<file path="config.mk">
export PLATFORM = sky130hd
export DESIGN_NAME = trap_sequencer
export DESIGN_NICKNAME = d
export VERILOG_FILES = /design/src/rtl/mapper_pkg.sv /design/src/rtl/bus_sync.sv /design/src/rtl/trap_sequencer.sv
export SDC_FILE = /design/constraint.sdc
export NUM_CORES = 1
export LEC_CHECK = 0
export CORE_MARGIN = 2
export CORE_UTILIZATION = 40
export CTS_BUF_LIST = sky130_fd_sc_hd__clkbuf_4 sky130_fd_sc_hd__clkbuf_8
export CTS_CLUSTER_DIAMETER = 40
export DETAILED_ROUTE_END_ITERATION = 10
export GPL_ROUTABILITY_DRIVEN = 0
export PLACE_DENSITY_LB_ADDON = 0.1
export SYNTH_ARGS = -nofsm -noshare
export SYNTH_HDL_FRONTEND = slang
export SYNTH_SLANG_ARGS = --single-unit
</file>
<file path="constraint.sdc">
create_clock -name clk -period 1.8 [get_ports clk]
set_input_delay 0.18 -clock clk [delete_from_list [all_inputs] [get_ports clk]]
set_output_delay 0.18 -clock clk [all_outputs]
set_load 0.01 [all_outputs]
</file>
<file path="src/rtl/mapper_pkg.sv">
// Shared definitions for the Z80 mapper CPLD: trap FSM states, status port
// offsets inside the mapper I/O window, and status flag bit positions.
package mapper_pkg;

  typedef enum logic [1:0] {
    ST_IDLE     = 2'd0,
    ST_CAPTURE  = 2'd1,
    ST_PULSE    = 2'd2,
    ST_WAIT_ACK = 2'd3
  } trap_state_e;

  localparam logic [3:0] MAPPER_BASE  = 4'h2;
  localparam logic [3:0] STATUS_ADDR  = 4'h8;
  localparam logic [3:0] STATUS_DATA  = 4'h9;
  localparam logic [3:0] STATUS_FLAGS = 4'hA;

  localparam int unsigned FLAG_VALID   = 0;
  localparam int unsigned FLAG_DIR     = 1;
  localparam int unsigned FLAG_OVERRUN = 2;
  localparam int unsigned FLAG_TIMEOUT = 3;

  function automatic logic [7:0] pack_flags(input logic valid, input logic dir,
                                            input logic overrun, input logic timeout);
    logic [7:0] f;
    f               = 8'h00;
    f[FLAG_VALID]   = valid;
    f[FLAG_DIR]     = dir;
    f[FLAG_OVERRUN] = overrun;
    f[FLAG_TIMEOUT] = timeout;
    return f;
  endfunction

endpackage

</file>
<file path="src/rtl/bus_sync.sv">
// Two-flop synchroniser for an active-low Z80 strobe, plus a one-clock pulse
// on its synchronised falling edge. Flops reset to the inactive (high) level.
module bus_sync (
  input  logic clk,
  input  logic reset,
  input  logic strobe_n_i,
  output logic fall_o
);

  logic meta_q;
  logic sync_q;
  logic prev_q;

  // Synchroniser chain plus one delayed copy for edge detection
  always_ff @(posedge clk or posedge reset) begin
    if (reset) begin
      meta_q <= 1'b1;
      sync_q <= 1'b1;
      prev_q <= 1'b1;
    end else begin
      meta_q <= strobe_n_i;
      sync_q <= meta_q;
      prev_q <= sync_q;
    end
  end

  assign fall_o = prev_q & ~sync_q;

endmodule

</file>
<file path="src/rtl/trap_sequencer.sv">
// Z80 I/O trap controller: suppresses trapped I/O cycles, records them, pulses NMI
// and serves status ports 0x28-0x2A. Define TRAP_WATCHDOG_EN to add the ack watchdog.
module trap_sequencer
  import mapper_pkg::*;
#(
  parameter logic [7:0]  TRAP_BASE  = 8'h40,
  parameter logic [7:0]  TRAP_MASK  = 8'hF0,
  parameter int unsigned NMI_CYCLES = 8,
  parameter int unsigned TIMEOUT_W  = 16
) (
  input  logic       clk,
  input  logic       reset,
  input  logic [7:0] addr,
  input  logic [7:0] data_in,
  output logic [7:0] data_out,
  output logic       data_oe,
  input  logic       iorq_n,
  input  logic       mreq_n,
  input  logic       rd_n,
  input  logic       wr_n,
  input  logic       m1_n,
  input  logic       trap_en,
  output logic       iorq_sys_n,
  output logic       mreq_sys_n,
  output logic       nmi_n
);

  if (NMI_CYCLES < 1 || NMI_CYCLES > 255 || TIMEOUT_W < 1) begin : g_param_check
    $error("trap_sequencer: NMI_CYCLES must be 1..255 and TIMEOUT_W at least 1");
  end

  trap_state_e state_q;
  logic [7:0]  trap_addr_q;
  logic [7:0]  trap_data_q;
  logic        trap_dir_q;
  logic        valid_q;
  logic        overrun_q;
  logic        timeout_q;
  logic [7:0]  pulse_cnt_q;
  logic        nmi_n_q;

  logic        in_window_s;
  logic        mapper_io_s;
  logic        trap_hit_s;
  logic        iorq_fall_s;
  logic        rd_fall_s;
  logic        hit_fall_s;
  logic        ack_s;

  assign in_window_s = (addr[7:4] == MAPPER_BASE);
  assign mapper_io_s = in_window_s & ~iorq_n;
  // Interrupt acknowledge (m1_n low) and the mapper window itself never trap
  assign trap_hit_s  = trap_en & ((addr & TRAP_MASK) == (TRAP_BASE & TRAP_MASK))
                       & ~in_window_s & ~iorq_n & m1_n;

  assign iorq_sys_n  = iorq_n | trap_hit_s;
  assign mreq_sys_n  = mreq_n;
  assign nmi_n       = nmi_n_q;

  bus_sync u_iorq_sync (
    .clk        (clk),
    .reset      (reset),
    .strobe_n_i (iorq_n),
    .fall_o     (iorq_fall_s)
  );

  bus_sync u_rd_sync (
    .clk        (clk),
    .reset      (reset),
    .strobe_n_i (rd_n),
    .fall_o     (rd_fall_s)
  );

  assign hit_fall_s = iorq_fall_s & trap_hit_s;
  assign ack_s      = rd_fall_s & mapper_io_s & (addr[3:0] == STATUS_FLAGS);

  assign data_oe = mapper_io_s & ~rd_n & (addr[3:2] == 2'b10) & (addr[1:0] != 2'b11);

  // Status read mux; data_oe decides whether it reaches the bus
  always_comb begin
    data_out = 8'h00;
    case (addr[3:0])
      STATUS_ADDR:  data_out = trap_addr_q;
      STATUS_DATA:  data_out = trap_data_q;
      STATUS_FLAGS: data_out = pack_flags(valid_q, trap_dir_q, overrun_q, timeout_q);
      default:      data_out = 8'h00;
    endcase
  end

`ifdef TRAP_WATCHDOG_EN
  localparam logic [TIMEOUT_W-1:0] WD_LAST = ~TIMEOUT_W'(1);
  logic [TIMEOUT_W-1:0] wd_q;
`endif

  // Trap FSM, record, flags and NMI pulse timer
  always_ff @(posedge clk or posedge reset) begin
    if (reset) begin
      state_q     <= ST_IDLE;
      trap_addr_q <= 8'h00;
      trap_data_q <= 8'h00;
      trap_dir_q  <= 1'b0;
      valid_q     <= 1'b0;
      overrun_q   <= 1'b0;
      timeout_q   <= 1'b0;
      pulse_cnt_q <= 8'h00;
      nmi_n_q     <= 1'b1;
`ifdef TRAP_WATCHDOG_EN
      wd_q        <= '0;
`endif
    end else begin
      if (hit_fall_s && (state_q != ST_IDLE)) begin
        overrun_q <= 1'b1;
      end
      // An ack on the same clock as an overrun wins
      if (ack_s && (state_q == ST_IDLE || state_q == ST_WAIT_ACK)) begin
        overrun_q <= 1'b0;
        timeout_q <= 1'b0;
      end
      case (state_q)
        ST_IDLE: begin
          if (hit_fall_s) begin
            state_q <= ST_CAPTURE;
          end
        end
        ST_CAPTURE: begin
          trap_addr_q <= addr;
          trap_dir_q  <= ~wr_n;
          trap_data_q <= wr_n ? 8'h00 : data_in;
          valid_q     <= 1'b1;
          pulse_cnt_q <= 8'(NMI_CYCLES);
          nmi_n_q     <= 1'b0;
          state_q     <= ST_PULSE;
        end
        ST_PULSE: begin
          pulse_cnt_q <= pulse_cnt_q - 8'd1;
          if (pulse_cnt_q == 8'd1) begin
            nmi_n_q <= 1'b1;
            state_q <= ST_WAIT_ACK;
`ifdef TRAP_WATCHDOG_EN
            wd_q    <= '0;
`endif
          end
        end
        ST_WAIT_ACK: begin
          if (ack_s) begin
            state_q    <= ST_IDLE;
            valid_q    <= 1'b0;
            trap_dir_q <= 1'b0;
          end
`ifdef TRAP_WATCHDOG_EN
          else if (wd_q == WD_LAST) begin
            state_q    <= ST_IDLE;
            valid_q    <= 1'b0;
            trap_dir_q <= 1'b0;
            timeout_q  <= 1'b1;
            wd_q       <= '0;
          end else begin
            wd_q <= wd_q + TIMEOUT_W'(1);
          end
`endif
        end
        default: begin
          state_q <= ST_IDLE;
          nmi_n_q <= 1'b1;
        end
      endcase
    end
  end

endmodule

</file>
== After elaboration in Yosys (flattened, before gate mapping) ==
Index checks and enable logic that the tools add are counted.

* Equality and inequality tests: 14
* $add $sub $neg: 1
* Mux-type cells: 14
* Reductions and logical operators: 11
* Bitwise gates (word level): 20

{| class="wikitable"
|+ Operators by type and width
! operator !! number
|-
| one-hot mux 8 bit (3 select lines) || 1
|-
| one-hot mux 8 bit (2 select lines) || 1
|-
| bitwise AND 1 bit || 13
|-
| equality test 4 bit (second input constant) || 3
|-
| equality test 8 x 1 -> 1 bit (second input constant) || 1
|-
| two-way mux 8 bit || 1
|-
| != test 2 bit (second input constant) || 4
|-
| one-hot mux 2 bit (4 select lines) || 1
|-
| nonzero test 2 bit || 4
|-
| subtractor 8 x 1 -> 8 bit (second input constant) || 1
|-
| equality test 2 bit (second input constant) || 3
|-
| two-way mux 2 bit || 3
|-
| NOT 1 bit || 6
|-
| one-hot mux 1 bit (2 select lines) || 3
|-
| equality test 4 x 2 -> 1 bit (second input constant) || 1
|-
| equality test 4 x 3 -> 1 bit (second input constant) || 1
|-
| two-way mux 1 bit || 4
|-
| AND reduction 2 bit || 2
|-
| AND reduction 3 bit || 1
|-
| equality test 2 x 1 -> 1 bit (second input constant) || 1
|-
| logical AND 1 bit || 2
|-
| zero test 2 bit || 1
|-
| logical OR 1 bit || 1
|-
| OR 1 bit || 1
|}

* Output and inout port bits: 12
* Word-level logic and storage cells: 74
* Input bits: 24
* Bits in registers: 36

== Depth between registers and ports, before layout ==
* Word-level depth: 9
* Depth in mapped cells: 6
* Mapped depth without buffers: 6

== Hierarchy ==
Synthesis repeated with hierarchy kept, for this count alone.

* Cells, all modules: 165
* Area, all modules: 1,778.0 sq um

{| class="wikitable"
|+ Modules (own cells, without submodules)
! module !! cells each !! sequential area each (sq um) !! times used !! area each (sq um)
|-
| trap_sequencer || 155 || 752.0 || 1 || 1,585.3
|-
| bus_sync || 5 || 78.8 || 2 || 96.3
|}

== Worst setup path after synthesis ==
Ideal clock, no wire load.

* Path type: register -> register
* Start: register state_q[0]
* End: register pulse_cnt_q[5]
* Arrival: 1.521 ns
* Cell stages (with the launch flop): 7
* Library setup time: 0.120 ns
* Path slack: 0.159 ns
* Required time: 1.680 ns
* Buffers on the path: 0
* Path through: dfrtp_1 -> inv_1 -> ha_1 -> nor4b_1 -> nand2_1 -> xor2_1 -> nor2_1

* Word-level cells in the longest chain between the ends: 2

{| class="wikitable"
|+ Ends and longest elaborated chain
! item !! RTL line !! text
|-
| start: declaration || trap_sequencer.sv:32 || <nowiki>trap_state_e state_q;</nowiki>
|-
| start signal: assignment || trap_sequencer.sv:98 || <nowiki>state_q <= ST_IDLE;</nowiki>
|-
| start signal: assignment || trap_sequencer.sv:122 || <nowiki>state_q <= ST_CAPTURE;</nowiki>
|-
| start signal: assignment || trap_sequencer.sv:132 || <nowiki>state_q <= ST_PULSE;</nowiki>
|-
| equality test 2 bit / equality test 2 x 1 -> 1 bit (equally long branches) || trap_sequencer.sv:119 || <nowiki>case (state_q)</nowiki>
|-
| one-hot mux 8 bit (2 select lines) / nonzero test 2 bit (equally long branches) || -- ||
|-
| end signal: assignment || trap_sequencer.sv:130 || <nowiki>pulse_cnt_q <= 8'(NMI_CYCLES);</nowiki>
|-
| end signal: assignment || trap_sequencer.sv:135 || <nowiki>pulse_cnt_q <= pulse_cnt_q - 8'd1;</nowiki>
|-
| end: declaration || trap_sequencer.sv:39 || <nowiki>logic [7:0] pulse_cnt_q;</nowiki>
|}

Several ways; a longest one is shown, not always the timed one.
A chain may end at the register's enable or synchronous reset.

== Worst setup path after layout ==
* Start: input port addr[2]
* End: output port data_out[4]

* Word-level cells in the longest chain between the ends: 2

{| class="wikitable"
|+ Ends and longest elaborated chain
! item !! RTL line !! text
|-
| start: declaration || trap_sequencer.sv:13 || <nowiki>input logic [7:0] addr,</nowiki>
|-
| equality test 4 bit || trap_sequencer.sv:82 || <nowiki>case (addr[3:0])</nowiki>
|-
| one-hot mux 8 bit (3 select lines) (*) || trap_sequencer.sv:82 ||
|-
| end: declaration || trap_sequencer.sv:15 || <nowiki>output logic [7:0] data_out,</nowiki>
|}

Every way passes the cells marked *; elsewhere a longest branch is shown, timed or not.

==> impl_metrics.yaml <==
sta:
  worst_pin_slew_ns: 0.638
  report.final.slew_viol_count: 0
  fin_skew_ns: 0.00370
  hold_violations: 0
  relSlewSlack_pct: 57.3
  fmax_mhz: 586
  whs_ns: 0.292
  period_share_pct: 94.9
  rsz0062_at_grt: "no"
  post-route-min-period_ns: 1.71
  setup-tns-final_ns: 0
  layout_setup_ws_ns: 0.0927
  setup_viol: 0
die:
  die_x_um: 69.6
  die_area_um2: 4840
  row_count: 23
  coreArea_um2: 4060
  num_io_pins: 36
  start_util_pct: 42.4
  fp.dieH_um: 69.6
yosys:
  synth_area_um2: 1720
  syn_area_per_cell_um2: 11.3
  synth_cells: 152
  ys_top_cells_by_area: "dfrtp_1 42%, dfstp_2 11%, mux2i_1 5.8%"
  synthAdderAreaFrac_pct: 4.36
  ys_seq_area_share_pct: 52.9
  synth.largest_area_cell: "dfrtp_1"
  synth_top_area_share_pct: 42.2
  synth_compound_area_share_pct: 13.0
  syn_nets: 182
  synth_mux_area_share_pct: 11.1
  synth_top_family_by_area: "simple AND/OR/NAND/NOR gates"
  ys_ff_latch: 36
  synth-warning-count: 0
  synthSimpleGateAreaFrac_pct: 13.2
  synthXorXnorAreaFrac_pct: 1.53
  ys_types: 36
clock_network:
  clock-root-buffer: "clkbuf_8"
  clkTransAtPathRegs_ns: 0.07
  clock_sinks: 36
  cts-htree-levels: 2
  clk_latency_ns: 0.28
  cts_buffer_depth: 2
  post_cts_buffers: 0
  cts_made_buffers: 5
  cts_tree: "built"
route:
  totalWireLength_mm: 3.77
  drc: 0
  vias_per_cell: 5.09
  vias: 1283
  dr.pass1.iters: 4
  avgRoutedWirePerCell_um: 15.0
  drtAntennaViolNets: 0
  drt_iter0_drc: 49
worst_setup_path:
  critPathCaptureType: "output pin"
  crit_arrival_ns: 1.53
  reg2reg_from: "u_rd_sync.prev_q"
  cp.required_ns: 1.62
  worstSetupPathType: "in2out"
  cp-endpoint: "data_out[4]"
  r2r-end: "state_q[1]"
  startpoint: "addr[2]"
  r2r_slack_ns: 0.11
  startpoint_type: "primary input"
  worst-path-max-fanout: 5
  reg2regPathDepth: 5
layout:
  fin_cells: 252
  syn2layout_area_growth_pct: 34.3
  drive_gt1_share_pct: 21.8
  fin_nets: 231
  antenna_cells: 0
global_routing:
  grt-ovfl-total: 0
  grt_max_degree: 37
  grt_usage_pct: 16.7
  antenna_found_initial: 0
  grt_pass1_vias: 1349
  grt_pass1_wl_mm: 6.40
pwr:
  power.total_mw: 1.68
  p_leak_nw: 1.10
  ir_drop_mv: 0.388
  power.density_nw_per_um2: 729
worst_hold_path:
  hp-class: "in2async"
run:
  maxCapViolations: 0
placement:
  port_buffers: 33
  hpwl_mm: 2.80
  place_ws_ns: -0.234
  placedCellCount: 244
run_status:
  status: "complete, no violations"
layer usage:
layer  up-vias  routed length (um)  track usage (%)
met2        27                1770             26.4
li1        635                   -                -
met1       617                1800             21.7
met3         4                 166             5.09
met4         0                  36             5.66
met5         -                   0                0
through the flow:
step / util (%) / instance area (um2)
2_1_floorplan: - / 1720
3_3_place_gp: 54.0 / 2190
3_5_place_dp: 54.0 / 2190
4_1_cts: 56.7 / 2300
5_1_grt: 56.9 / 2310
6_report: 56.9 / 2310
worst min path at each step:
| stage | start | end | slack, ns |
|---|---|---|---|
| 2_1_floorplan | iorq_n | u_iorq_sync.meta_q | 0.18 |
| 3_3_place_gp | u_iorq_sync.meta_q | u_iorq_sync.sync_q | 0.35 |
| 3_5_place_dp | u_iorq_sync.meta_q | u_iorq_sync.sync_q | 0.35 |
| 4_1_cts | reset | pulse_cnt_q[0] | 0.30 |
| 5_1_grt | reset | pulse_cnt_q[0] | 0.36 |
| 6_report | reset | pulse_cnt_q[0] | 0.29 |
cell type report:
| class | count | area, um2 |
|---|---|---|
| Inverter | 11 | 41.3 |
| Tap cell | 50 | 62.6 |
| Fill cell | 344 | 1750 |
| Timing Repair Buffer | 47 | 422 |
| Multi-Input combinational cell | 100 | 763 |
| Sequential cell | 36 | 910 |
| Clock buffer | 6 | 76.3 |
| Clock inverter | 2 | 35.0 |
sequential cells by signal, summed over array words and instances (netlist names), 2 cells and up:
| signal | count |
|---|---|
| pulse_cnt_q | 8 |
| trap_addr_q | 8 |
| trap_data_q | 8 |
| state_q | 2 |
worst max-delay path: stages:
cell and delay, ns:
clkdlybuf4s50_1 0.48, nand2b_1 0.20, or2_4 0.27, nor2_1 0.12, dlygate4sd2_1 0.28
synth_stat cells, drive strengths merged:
cell type and number:
dfrtp 29, nor2 20, inv 11, mux2i 10, a21oi 8, a22o 8, mux2 8, dfstp 7
o21ai 7, ha 6, nand2 5, clkbuf 3, nor4 3, and3 2, buf 2, nand2b 2
nor4bb 2, xor2 2, a21o 1, a221oi 1, a2bb2oi 1, a31oi 1, and4b 1, nand3 1
nand4b 1, nor2b 1, nor3 1, nor4b 1, o21a 1, o22ai 1, o2bb2ai 1, o31ai 1
o32a 1, or2 1, xnor2 1
repair_timing:
item | in CTS | in global routing
hold buffers | 0 | 0
pin swaps | 0 | 0
resized for setup | 14 | 1
setup endpoints to repair | 10 | 1
where the power goes:
group          switching (mW)  internal, mW
clock network           0.281         0.426
logic                  0.0545        0.0809
registers             0.00895         0.832
cells in the final DEF (no fill, tap or decap), drive strengths merged, types with 2 or more instances in the layout:
cell type      synthesis  layout
clkbuf                 3       6
nor4bb                 2       2
o21ai                  7       7
a22o                   8       8
dfrtp                 29      29
nand2b                 2       2
mux2i                 10      10
nand2                  5       5
buf                    2      14
nor4                   3       3
dlygate4sd2            0      11
ha                     6       6
xor2                   2       2
mux2                   8       8
dfstp                  7       7
a21oi                  8       8
and3                   2       2
nor2                  20      20
clkdlybuf4s50          0      22
inv                   11      11
logic make-up after synthesis:
family | after synthesis
muxes | 18
buffers and inverters | 16
AOI/OAI and AO/OA | 32
DFF | 36
xor gates and xnor gates | 3
adders and majority gates | 6
and+or+nand+nor | 41
(Power assumes the default switching activity.)
